--- src/rtl/decoder_pkg.sv ---
// Shared types for the scanning one-hot decoder.
// Holds the FSM state enum and the default-width one-hot helper.
package decoder_pkg;

    localparam int DEF_SEL_W = 3;
    localparam int DEF_OUT_W = 2 ** DEF_SEL_W;

    typedef enum logic [1:0] {
        IDLE,
        STATIC,
        DRIVE,
        BLANK
    } state_t;

    function automatic logic [DEF_OUT_W-1:0] onehot(
        input logic [DEF_SEL_W-1:0] sel
    );
        logic [DEF_OUT_W-1:0] y;
        y      = '0;
        y[sel] = 1'b1;
        return y;
    endfunction

endpackage

--- src/rtl/decoder_onehot.sv ---
// Combinational SEL_W -> 2**SEL_W one-hot decoder with enable.
// Disabled output is all-zero; polarity is applied by the caller.
import decoder_pkg::*;

module decoder_onehot #(
    parameter int SEL_W = DEF_SEL_W
) (
    input  logic [SEL_W-1:0]      sel,
    input  logic                  en,
    output logic [2**SEL_W-1:0]   y
);

    logic [2**SEL_W-1:0] hot;

    generate
        if (SEL_W == DEF_SEL_W) begin : g_pkg
            assign hot = onehot(sel);
        end else begin : g_shift
            assign hot = {{(2**SEL_W-1){1'b0}}, 1'b1} << sel;
        end
    endgenerate

    assign y = en ? hot : '0;

endmodule

--- src/rtl/decoder_scan_n.sv ---
// One-hot decoder with static and auto-scan modes for multiplexed displays.
// All outputs are registered from the next-state decode.
import decoder_pkg::*;

module decoder_scan_n #(
    parameter int SEL_W     = DEF_SEL_W,
    parameter int DWELL_W   = 16,
    parameter int BLANK_CYC = 2
) (
    input  logic                 i_clk,
    input  logic                 i_rst_n,
    input  logic                 i_en,
    input  logic                 i_mode,
    input  logic [SEL_W-1:0]     i_sel,
    input  logic                 i_opt,
    input  logic [DWELL_W-1:0]   i_dwell,
    input  logic [SEL_W-1:0]     i_last,
    output logic [2**SEL_W-1:0]  o_y,
    output logic [SEL_W-1:0]     o_idx,
    output logic                 o_valid,
    output logic                 o_wrap
);

    localparam int OUT_W = 2 ** SEL_W;
    localparam int BLK_W = (BLANK_CYC > 0) ? $clog2(BLANK_CYC + 1) : 1;
    localparam logic [BLK_W-1:0] BLK_LAST =
        BLK_W'((BLANK_CYC > 0) ? BLANK_CYC - 1 : 0);

    state_t             state;
    state_t             state_nx;
    logic [SEL_W-1:0]   idx;
    logic [SEL_W-1:0]   idx_nx;
    logic [SEL_W-1:0]   idx_adv;
    logic [DWELL_W-1:0] dwell_cnt;
    logic [DWELL_W-1:0] dwell_nx;
    logic [DWELL_W-1:0] dwell_eff;
    logic [BLK_W-1:0]   blank_cnt;
    logic [BLK_W-1:0]   blank_nx;
    logic               wrap_nx;
    logic               dwell_done;
    logic               at_end;
    logic               active;
    logic [OUT_W-1:0]   hot;

    // Dwell of zero behaves as one cycle; limits are sampled live.
    assign dwell_eff  = (i_dwell == '0) ? DWELL_W'(1) : i_dwell;
    assign dwell_done = dwell_cnt >= (dwell_eff - DWELL_W'(1));
    assign at_end     = idx >= i_last;
    assign idx_adv    = at_end ? '0 : idx + SEL_W'(1);
    assign active     = (state_nx == STATIC) || (state_nx == DRIVE);

    always_comb begin
        state_nx = state;
        idx_nx   = idx;
        dwell_nx = dwell_cnt;
        blank_nx = blank_cnt;
        wrap_nx  = 1'b0;
        if (!i_en) begin
            state_nx = IDLE;
            idx_nx   = '0;
            dwell_nx = '0;
            blank_nx = '0;
        end else if (!i_mode) begin
            state_nx = STATIC;
            idx_nx   = i_sel;
            dwell_nx = '0;
            blank_nx = '0;
        end else begin
            unique case (state)
                IDLE, STATIC: begin
                    state_nx = DRIVE;
                    idx_nx   = '0;
                    dwell_nx = '0;
                    blank_nx = '0;
                end
                DRIVE: begin
                    if (!dwell_done) begin
                        dwell_nx = dwell_cnt + DWELL_W'(1);
                    end else if (BLANK_CYC > 0) begin
                        state_nx = BLANK;
                        dwell_nx = '0;
                        blank_nx = '0;
                    end else begin
                        idx_nx   = idx_adv;
                        dwell_nx = '0;
                        wrap_nx  = at_end;
                    end
                end
                BLANK: begin
                    if (blank_cnt >= BLK_LAST) begin
                        state_nx = DRIVE;
                        idx_nx   = idx_adv;
                        blank_nx = '0;
                        wrap_nx  = at_end;
                    end else begin
                        blank_nx = blank_cnt + BLK_W'(1);
                    end
                end
                default: begin
                    state_nx = IDLE;
                    idx_nx   = '0;
                    dwell_nx = '0;
                    blank_nx = '0;
                end
            endcase
        end
    end

    decoder_onehot #(
        .SEL_W (SEL_W)
    ) u_onehot (
        .sel (idx_nx),
        .en  (active),
        .y   (hot)
    );

    always_ff @(posedge i_clk) begin
        if (!i_rst_n) begin
            state     <= IDLE;
            idx       <= '0;
            dwell_cnt <= '0;
            blank_cnt <= '0;
            o_y       <= '1;
            o_valid   <= 1'b0;
            o_wrap    <= 1'b0;
        end else begin
            state     <= state_nx;
            idx       <= idx_nx;
            dwell_cnt <= dwell_nx;
            blank_cnt <= blank_nx;
            o_y       <= i_opt ? hot : ~hot;
            o_valid   <= active;
            o_wrap    <= wrap_nx;
        end
    end

    assign o_idx = idx;

endmodule

--- config.mk ---
export PLATFORM = sky130hd
export DESIGN_NAME = decoder_scan_n
export DESIGN_NICKNAME = d
export VERILOG_FILES = /design/src/rtl/decoder_pkg.sv /design/src/rtl/decoder_onehot.sv /design/src/rtl/decoder_scan_n.sv
export SDC_FILE = /design/constraint.sdc
export NUM_CORES = 1
export LEC_CHECK = 0
export CAP_MARGIN = 20
export CORE_MARGIN = 1.5
export CORE_UTILIZATION = 55
export CTS_CLUSTER_DIAMETER = 40
export CTS_CLUSTER_SIZE = 20
export DETAILED_ROUTE_END_ITERATION = 8
export PLACE_DENSITY = 0.82
export SLEW_MARGIN = 30
export SYNTH_ARGS = -nofsm -noshare
export SYNTH_HDL_FRONTEND = slang
export SYNTH_SLANG_ARGS = --single-unit
--- constraint.sdc ---
create_clock -name i_clk -period 9 [get_ports i_clk]
set_clock_uncertainty 0.1 [all_clocks]
set_input_delay 1.8 -clock i_clk [delete_from_list [all_inputs] [get_ports i_clk]]
set_output_delay 1.8 -clock i_clk [all_outputs]
set_load 0.02 [all_outputs]
======== After elaboration in Yosys (flattened, before gate mapping) ========
Index checks and enable logic that the tools add are counted.
operators by class
  mux-type cells .......................... 20
  reductions and logical operators ........ 8
  bitwise logic cells ..................... 1
  equality and inequality tests ........... 6
  add/subtract/negate cells ............... 4
  order comparisons ....................... 5
operators with widths
  operator                                                           number
  two-way mux 16 bit                                                 2
  one-hot mux 16 bit (2 select lines)                                1
  adder 16 x 1 -> 16 bit, second input constant                      1
  greater-or-equal comparator 16 bit                                 1
  logical NOT 16 bit                                                 1
  two-way mux 8 bit                                                  2
  subtractor 16 x 1 -> 16 bit, second input constant                 1
  two-way mux 2 bit                                                  6
  two-way mux 3 bit                                                  4
  one-hot mux 2 bit (3 select lines)                                 2
  one-hot mux 3 bit (3 select lines)                                 1
  NOT 8 bit                                                          1
  == test 2 bit, second input constant                               3
  AND reduction 5 bit                                                1
  == test 2 x 1 -> 1 bit, second input constant                      2
  less-than comparator 3 x 4 -> 1 bit, second input constant         1
  adder 3 x 1 -> 3 bit, second input constant                        1
  demux 1 bit (select 3 bit)                                         1
  greater-or-equal comparator 3 x 1 -> 1 bit, second input constant  1
  greater-or-equal comparator 3 bit                                  1
  AND reduction 3 bit                                                1
  adder 2 x 1 -> 2 bit, second input constant                        1
  greater-or-equal comparator 2 x 1 -> 1 bit, second input constant  1
  logical NOT 2 bit                                                  1
  6 further kinds                                                    6
storage, ports and cells
  input port bits ......................... 27
  flip-flop bits (word level) ............. 33
  logic and storage cells ................. 51
  output and inout bits ................... 13

======== Longest topological paths before layout ========
Gate-level depths: netlist (run 1).
  depth after elaboration ................. 13
  depth in mapped cells ................... 19
  mapped depth without buffers ............ 17

======== Cells and area by module ========
Synthesis (run 1) repeated with hierarchy kept, for this count alone.
unflattened totals
  cell total of the unflattened synthesis .. 267
  area, all modules ....................... 2237.1 µm²
by module, submodules not included
  module          area an instance (µm²)  times used  cells each  sequential area each (µm²)
  decoder_scan_n  2142.1                  1           259         660.6
  decoder_onehot  95.1                    1           8           0.0

======== Worst setup path before layout (run 1) ========
Ideal clock, no wire load.
  kind .................................... input-to-reg
  from .................................... in i_dwell[9]
  to ...................................... reg dwell_cnt[12]
  arrival ................................. 5425 ps
  setup time .............................. 124 ps
  stages on the path ...................... 19
  buffers on the path ..................... 2
  required time ........................... 8776 ps
  setup slack ............................. 3351 ps
  cells stage by stage .................... or4_1 > nor3_1 > and3_1 > a21oi_1 > ha_1 > nand2b_1 > nand2b_1 > nand2b_1 > nor3_1 > xnor2_1 > ha_1 > nand4_2 > nor3_2 > or4b_4 > and4b_1 > buf_6 > buf_6 > a31oi_4 > o31ai_1
between the ends
  word-level cells in the longest chain between the ends .. 6
ends and longest elaborated chain
  what                                   RTL line               source
  start, declared                        decoder_scan_n.sv:16   input logic [DWELL_W-1:0] i_dwell,
  logical NOT 16 bit                     decoder_scan_n.sv:46   assign dwell_eff = (i_dwell == '0) ? DWELL_W'(1) : i_dwell;
  two-way mux 16 bit *                   decoder_scan_n.sv:46
  subtractor 16 x 1 -> 16 bit *          decoder_scan_n.sv:47   assign dwell_done = dwell_cnt >= (dwell_eff - DWELL_W'(1));
  greater-or-equal comparator 16 bit *   decoder_scan_n.sv:47
  two-way mux 16 bit *                   decoder_scan_n.sv:77   if (!dwell_done) begin
  one-hot mux 16 bit (2 select lines) *  decoder_scan_n.sv:69   unique case (state)
  end signal, assigned                   decoder_scan_n.sv:129  dwell_cnt <= dwell_nx;
  end, declared                          decoder_scan_n.sv:34   logic [DWELL_W-1:0] dwell_cnt;
Every way passes the cells marked *; elsewhere a longest branch is shown, timed or not.
A chain may end at the register's enable or synchronous reset.

======== Final worst setup path (run 1) ========
  from .................................... in i_dwell[9]
  to ...................................... reg dwell_cnt[2]
Same word-level chain as after synthesis.

==> qor.csv, run 1 <==
metric,value,unit
status,"finished, final reports clean",
chip height,68.3,um
hold_buf cts,0,
Post-synth EDFFs,0,
Max H-tree Level,2,
post-synth top area share,0.282,
GRT Residual Overflow,0,
vias in the first global route,1977,
Routed wire per std cell,14.3,um
CTS sink cnt,33,
DR pass1 iterations,4,
first-pass GRT wire length,8480,um
row count,23,
Initial Util,0.577,
worst r2r path cells,8,
DIE WIDTH,68.3,um
post-CTS setup repair buffer count,0,
Startpoint Class,primary input,
initial antenna violation count,0,
Critical Path Fanout Max,21,
Yosys reg bits,33,
largest net degree at the start of global routing,22,
Placed Instances,362,
most common cell in the netlist,dfxtp_1,
Max Freq,0.152,GHz
RSZ-0062 raised after global routing,no,
DRC,0,
top post-synthesis cells by count,"33 x dfxtp_1, 30 x nand2_1, 24 x ha_1",
final net count,370,
core area,4060,um^2
Die ar.,4660,um^2
post-DP HPWL,4170,um
measured slew at the worst slew-check pin,0.753,ns
max-cap check violation count,0,
Max clock buf depth,2,
Final Setup Violations,0,
total number of yosys warnings,0,
PortBufs,39,
synthesized area per cell,8.28,um^2
Syn Nets,334,
final hold vios,0,
cell area after synthesis,2340,um^2
final WL,5280,um
GP Congestion,0.820,
Skew-Pair Late Insertion Delay,0.28,ns
post-CTS sizing,0,
share of cells above drive strength 1,0.0470,
unique cell type count in the Yosys netlist,56,
Root Buffer,clkbuf_8,
clk slew on worst S/H paths,0.06,ns
CP required,9.11,ns
DRC marker count from the first detailed-route iteration,212,
IO Pins,40,
hold depth,2,
cell count after synthesis,283,
Most used DFF post-synth,dfxtp_1,
vias,2182,
top post-synthesis cells by area,"dfxtp_1 28%, ha_1 13%, nand2_1 4.8%, mux2i_1 3.8%, xnor2_1 3.7%",
max-slew violation count,0,
CP Capture Type,register,
CTS Buf Count,5,
cell taking the most area after synthesis,dfxtp_1,
leakage,0.00107,uW
min Tclk post-route,6.58,ns
Inserted Diodes,0,
DR vias/cell,5.91,
Tcrit/Tclk final,0.731,
GRT Util Overall,0.240,
CP Class,in2reg,
Critical Path AT,6.69,ns
Slew headroom,0.497,
total negative setup slack,0,ns
final non-filler cell total,369,
ANT nets after route,0,
Hold Crit Class,reg2reg,
sequential share of the synthesized area,0.282,
Peak VDD IR,0.000116,V
ys async rst share,0,
CTS tree,yes,
Area Overhead vs Synth,21.4,%
pwr/cell area,117,nW/um^2
critical path: stages:
cell and delay [ns]:
clkdlybuf4s50_1 0.48, or4_1 0.61, nor3_1 0.34, and3_1 0.25, a21oi_1 0.09, ha_1 0.22, nand2b_1 0.08, nand2b_1 0.15
nand2b_1 0.18, nor3_1 0.08, xnor2_1 0.17, ha_1 0.29, nand4_2 0.13, o21bai_1 0.10, or4_1 0.51, and4b_1 0.77
or2b_1 0.28, a31oi_1 0.16
state kept, by name (all words and copies together), names as in the netlist:
| name | count |
|---|---|
| dwell_cnt | 16 |
| o_y | 8 |
| o_idx | 3 |
| blank_cnt | 2 |
| state | 2 |
| o_valid | 1 |
| o_wrap | 1 |
routing by layer:
layer  routed length (um)  track usage  part of all wire  up-vias
li1                     -            -                 -     1117
met1                 2480        0.317              0.47      996
met2                 2510        0.393              0.48       58
met3                  212       0.0444             0.040       11
met4                   73       0.0775             0.014        0
met5                    0            0                 0        -
kinds of logic after synthesis:
group,after synthesis,synth area share
compound gates,65,0.189
simple gates,117,0.271
flops,33,0.282
mux,9,0.0385
buf+inv,22,0.0433
xor+xnor,13,0.0486
fa+ha+maj,24,0.128
path summary, 6_finish.rpt:
| check | startpoint | slack (ns) | to |
|---|---|---|---|
| hold / removal | dwell_cnt[0]$_SDFFE_PN0P_ | 0.40 | dwell_cnt[0]$_SDFFE_PN0P_ |
| hold reg to reg | dwell_cnt[0]$_SDFFE_PN0P_ | 0.40 | dwell_cnt[0]$_SDFFE_PN0P_ |
| setup reg to reg | dwell_cnt[0]$_SDFFE_PN0P_ | 6.02 | dwell_cnt[2]$_SDFFE_PN0P_ |
| setup / recovery | i_dwell[9] | 2.42 | dwell_cnt[2]$_SDFFE_PN0P_ |
area by class of cell:
cell class                 instances  area (um^2)
multi-input combinational        228         1580
fill                             318         1210
sequential                        33          661
timing repair buffer              39          390
clock buffer                       5         68.8
tap                               50         62.6
inverter                          12         45.0
clock inverter                     2         35.0
stage by stage:
step | hold slack (ns) | total power (uW) | cell area (um^2) | worst slack (ns) | util
3_5_place_dp | 0.393 | 205 | 2740 | 2.16 | 0.675
4_1_cts | 0.403 | 335 | 2840 | 2.43 | 0.701
5_1_grt | 0.438 | 348 | 2840 | 2.10 | 0.701
6_report | 0.401 | 333 | 2840 | 2.42 | 0.701
3_3_place_gp | 0.370 | 203 | 2740 | 2.34 | 0.675
2_1_floorplan | 0.354 | 181 | 2340 | 3.35 | -
cell usage in the layout (no fill, tap or decap), types with 2 or more instances in the layout:
cell | Yosys | routed
a22oi_1 | 2 | 2
dfxtp_1 | 33 | 33
a211oi_1 | 8 | 8
o21ai_0 | 10 | 10
a32oi_1 | 2 | 2
or4_1 | 3 | 3
inv_1 | 12 | 12
and3_1 | 9 | 9
nor2b_1 | 6 | 6
nor2_1 | 17 | 17
xnor2_1 | 10 | 10
xor2_1 | 3 | 3
nor3_1 | 6 | 6
or2b_1 | 2 | 2
clkdlybuf4s50_1 | 0 | 39
nand4_1 | 4 | 4
and2_1 | 7 | 7
mux2i_1 | 9 | 9
nand3_1 | 10 | 10
a31oi_1 | 10 | 10
a21oi_1 | 17 | 17
clkbuf_8 | 0 | 5
ha_1 | 24 | 24
nor4_1 | 3 | 3
nand2b_1 | 8 | 8
nand2_1 | 30 | 30
power by group:
group          total, uW  switching [uW]  internal (uW)
clock                132            51.2           80.4
sequential           151            1.78            149
combinational       50.6            24.5           26.1
Note: power is estimated with default switching activity, not from simulation.
==> inputs of run 2 (changes only) <==
CORE_UTILIZATION = 53   (was 55)
PLACE_DENSITY = 0.8   (was 0.82)
clock period = 6.8 ns   (was 9 ns; I/O delays follow)
==> run 2 against run 1 <==
  * Combinational power increased by 33%
  * Register-to-register slack lost 2.1 ns
  * Wire length fell by 2.4%
  * Hold slack got worse by 0.0033 ns
  * Core utilization fell by 1.2 points
  * Cell count grew 0.27%
  * Largest power group unchanged
==> qor.csv, run 2 (same netlist as run 1, synthesis figures left out) <==
metric,value,unit
final hold vios,0,
DR vias/cell,5.77,
final net count,371,
DRC marker count from the first detailed-route iteration,216,
Slew headroom,0.519,
initial antenna violation count,0,
Peak VDD IR,0.000155,V
GP Congestion,0.841,
Inserted Diodes,0,
vias in the first global route,1902,
crit-path cells,"clkdlybuf4s50_1, or4_1, nor3_1, buf_4, and3_1, a21oi_1, ha_1, nand2b_1, nand2b_1, nand2b_1, nor3_1, xnor2_1, ha_1, nand4_2, o21bai_1, or4_1, and4b_1, or2b_1, a31oi_1",
P_int,313,uW
PortBufs,39,
DR pass1 iterations,4,
Biggest register,dwell_cnt,
largest net degree at the start of global routing,22,
Routed wire per std cell,13.9,um
clock network fraction of design power,0.358,
Area Overhead vs Synth,20.9,%
clk slew on worst S/H paths,0.06,ns
WP buf/inv,2,
RSZ-0062 raised after global routing,no,
vias,2136,
DRC,0,
DIE WIDTH,69.5,um
design area,2830,um^2
core area,4120,um^2
Combinational Power Share,0.162,
Max H-tree Level,2,
leakage,0.00107,uW
Tcrit/Tclk final,0.878,
hold_buf cts,0,
net switching power,104,uW
switch share,0.250,
CP top delay family,simple AND/OR/NAND/NOR gates,
CP required,6.91,ns
total negative setup slack,0,ns
max-slew violation count,0,
Worst path slowest cell,and4b_1,
chip height,69.5,um
IO Pins,40,
max reg flops,16,
CP Capture Type,register,
share of cells above drive strength 1,0.0469,
most frequent cells in the layout,"39 x clkdlybuf4s50_1, 33 x dfxtp_1, 30 x nand2_1, 24 x ha_1",
CTS Buf Count,5,
Final Setup Violations,0,
Startpoint Class,primary input,
post-CTS sizing,0,
GRT Util Overall,0.214,
Max clock buf depth,2,
Skew-Pair Late Insertion Delay,0.29,ns
max incr delay on CP,0.74,ns
post-CTS setup repair buffer count,0,
CTS tree,yes,
Max Freq,0.168,GHz
final WL,5150,um
Hold Crit Class,reg2reg,
post-DP HPWL,4080,um
Critical Path AT,6.08,ns
CTS sink cnt,33,
Initial Util,0.569,
placed cell area,2750,um^2
row count,23,
Die ar.,4830,um^2
max-cap check violation count,0,
measured slew at the worst slew-check pin,0.712,ns
GRT Residual Overflow,0,
CP Class,in2reg,
Root Buffer,clkbuf_8,
CP dominant cell by count,nand2b_1,
"commonest non-fill, non-tap cell in the layout",clkdlybuf4s50_1,
pwr/cell area,147,nW/um^2
Flop pwr share,0.480,
first-pass GRT wire length,8520,um
status,"finished, final reports clean",
Critical Path Fanout Max,21,
min Tclk post-route,5.97,ns
ANT nets after route,0,
[run 2: changes by cell type in the layout (fill, tap and decap cells not counted), sizes merged]
| cell | change |
|---|---|
| clkinv | -1 |
| buf | +1 |
| bufinv | -1 |
| clkbuf | +2 |
[run 2: metrics by stage]
step	setup slack [ns]	utilization	hold WS (ns)	std cells	total power, uW
after detailed placement	0.563	0.667	0.386	363	271
after global routing	0.464	0.688	0.421	370	433
after CTS	0.831	0.688	0.399	370	420
after floorplan	1.59	-	0.354	283	239
final	0.832	0.688	0.397	370	417
after global placement	0.686	0.667	0.368	363	270
[run 2: worst reg2reg max path, stage by stage (launching register included)]
cell and delay [ns]:
dfxtp_1 0.44, ha_1 0.30, a21oi_1 0.19, o21ai_0 0.13
or4_1 0.50, and4b_1 0.74, or2b_1 0.29, a31oi_1 0.16
[run 2: per-layer routing]
layer,wire [um],vias up,global-route usage
met5,0,-,0
met4,93,0,0.0784
met3,274,10,0.0320
met2,2330,48,0.331
met1,2450,966,0.299
li1,-,1112,-
[run 2: path summary, 6_finish.rpt]
| kind | from | end | slack, ns | cells past startpoint |
|---|---|---|---|---|
| setup / recovery | i_dwell[9] | dwell_cnt[2]$_SDFFE_PN0P_ | 0.83 | 19 |
| hold / removal | blank_cnt[1]$_SDFFE_PN0P_ | blank_cnt[1]$_SDFFE_PN0P_ | 0.40 | 2 |
| setup reg to reg | dwell_cnt[13]$_SDFFE_PN0P_ | dwell_cnt[2]$_SDFFE_PN0P_ | 3.87 | 7 |
| hold reg to reg | blank_cnt[1]$_SDFFE_PN0P_ | blank_cnt[1]$_SDFFE_PN0P_ | 0.40 | 2 |
[run 2: power by group through the flow]
stage	Sequential, uW	Combinational [uW]	Clock [uW]
detailed placement	204	66.9	0
global placement	204	65.4	0
finish	200	67.3	149
CTS	200	67.3	153
floorplan	209	30.4	0
global route	200	73.6	160
[run 2: final cells by class]
cell class	count	area, um^2
multi-input combinational	228	1580
fill	341	1280
sequential	33	661
timing repair buffer	40	398
clock buffer	7	86.3
tap	50	62.6
inverter	12	45.0
==> inputs of run 3 (changes only) <==
ABC_CLOCK_PERIOD_IN_PS = 7200   (was default)
CORE_UTILIZATION = 57   (was 53)
PLACE_DENSITY = 0.85   (was 0.8)
clock period = 7.2 ns   (was 6.8 ns; I/O delays follow)
==> run 3 against run 2 <==
  * Total power grew 3.7%
  * Worst setup slack gained 0.15 ns
  * Sequential power shrank 5%
  * Sequential share of layout area shrank 0.18 points
  * Die area shrank 6.7%
  * Non-clock buffer count shrank 1
  * Flip-flop and latch count is the same
  * First-iteration DRC count shrank 10%
  * Clock power grew 20%
  * Via count grew 4.7%
==> qor.csv, run 3 (same netlist as run 1, synthesis figures left out) <==
metric,value,unit
status,"finished, final reports clean",
DR vias/cell,6.04,
leakage,0.00108,uW
GRT Residual Overflow,0,
row count,23,
Inserted Diodes,0,
chip height,67.1,um
Startpoint Class,primary input,
first-pass GRT wire length,8610,um
DRC marker count from the first detailed-route iteration,194,
clk slew on worst S/H paths,0.07,ns
core area,3970,um^2
Max Freq,0.161,GHz
Peak VDD IR,0.0000874,V
Combinational Power Share,0.147,
Slew headroom,0.524,
Max H-tree Level,2,
Skew-Pair Late Insertion Delay,0.29,ns
post-CTS setup repair buffer count,0,
final WL,5310,um
fillcell total,313,
DR pass1 iterations,5,
GP Congestion,0.833,
Die ar.,4500,um^2
vias,2236,
Critical Path AT,6.32,ns
max-slew violation count,0,
Worst Setup SP,i_dwell[9],
Placed Instances,362,
Critical Path Fanout Max,21,
Final Setup Violations,0,
CTS tree,yes,
CP required,7.31,ns
RSZ-0062 raised after global routing,no,
ANT nets after route,0,
Flop pwr share,0.437,
min-delay src,blank_cnt[1]$_SDFFE_PN0P_,
max reg flops,16,
hold slack,0.389,ns
final net count,370,
pwr/cell area,151,nW/um^2
Initial Util,0.590,
flip-flop and latch area,661,um^2
DIE WIDTH,67.1,um
switch share,0.231,
CTS sink cnt,33,
IO Pins,40,
Root Buffer,clkbuf_8,
final non-filler cell total,370,
CTS Buf Count,5,
Tcrit/Tclk final,0.863,
max-cap check violation count,0,
post-CTS sizing,0,
DRC,0,
GRT Util Overall,0.250,
initial antenna violation count,0,
most frequent cells in the layout,"39 x clkdlybuf4s50_1, 33 x dfxtp_1, 30 x nand2_1, 24 x ha_1",
Biggest register,dwell_cnt,
vias in the first global route,1865,
CP Capture Type,register,
RR Startpoint,dwell_cnt[0]$_SDFFE_PN0P_,
clock network fraction of design power,0.415,
Hold Crit Class,reg2reg,
total negative setup slack,0,ns
PortBufs,39,
Max clock buf depth,2,
"commonest non-fill, non-tap cell in the layout",clkdlybuf4s50_1,
Routed wire per std cell,14.3,um
share of cells above drive strength 1,0.0469,
footprint of the multi-input gates,1580,um^2
CP Class,in2reg,
post-DP HPWL,4120,um
largest net degree at the start of global routing,22,
measured slew at the worst slew-check pin,0.713,ns
net switching power,100,uW
P_int,332,uW
min Tclk post-route,6.22,ns
Area Overhead vs Synth,21.9,%
hold_buf cts,0,
final hold vios,0,
Design Power,432,uW
==> run 3: cell count changes in the layout (fill, tap and decap cells not counted), sizes merged <==
| cell | previous run | this run |
|---|---|---|
| buf | 1 | 0 |
| bufinv | 0 | 1 |
==> run 3: per-layer routing <==
layer	vias to the layer above	global-route usage	wire, um
met1	1025	0.360	2460
li1	1115	-	-
met3	10	0.0473	309
met5	-	0	0
met4	0	0.0893	89
met2	86	0.370	2440
==> run 3: worst max-delay path: stages <==
cell	delay [ns]
clkdlybuf4s50_1	0.50
or4_1	0.61
nor3_1	0.33
and3_1	0.24
a21oi_1	0.09
ha_1	0.21
nand2b_1	0.09
nand2b_1	0.16
nand2b_1	0.18
nor3_1	0.08
xnor2_1	0.13
ha_1	0.31
nand4_2	0.13
o21bai_1	0.10
or4_1	0.51
and4b_1	0.74
or2b_1	0.28
a31oi_1	0.19
==> run 3: path summary, 6_finish.rpt <==
kind                               end  slack [ns]  cells after the start
max          dwell_cnt[2]$_SDFFE_PN0P_        0.98                     18
min reg2reg  blank_cnt[1]$_SDFFE_PN0P_        0.39                      2
max reg2reg  dwell_cnt[2]$_SDFFE_PN0P_        4.19                      8
min          blank_cnt[1]$_SDFFE_PN0P_        0.39                      2
==> run 3: area by class of cell <==
class,instances,share of cell area
multi-input combinational,228,0.553
sequential,33,0.231
timing repair buffer,39,0.137
clock buffer,7,0.0302
tap,50,0.0219
inverter,12,0.0158
clock inverter,1,0.0105
==> run 3: through the flow <==
step,utilization,area (um^2),setup slack [ns]
global placement,0.690,2740,0.915
global route,0.719,2860,0.668
finish,0.719,2860,0.983
CTS,0.719,2860,1.00
detailed placement,0.690,2740,0.728
floorplan,-,2340,1.91
==> run 3: power by group through the flow <==
stage,Clock (uW),Combinational [uW],Sequential (uW)
2_1_floorplan,0,28.8,197
3_3_place_gp,0,61.7,193
3_5_place_dp,0,63.2,193
4_1_cts,180,63.7,189
5_1_grt,186,70.2,189
6_report,179,63.7,189
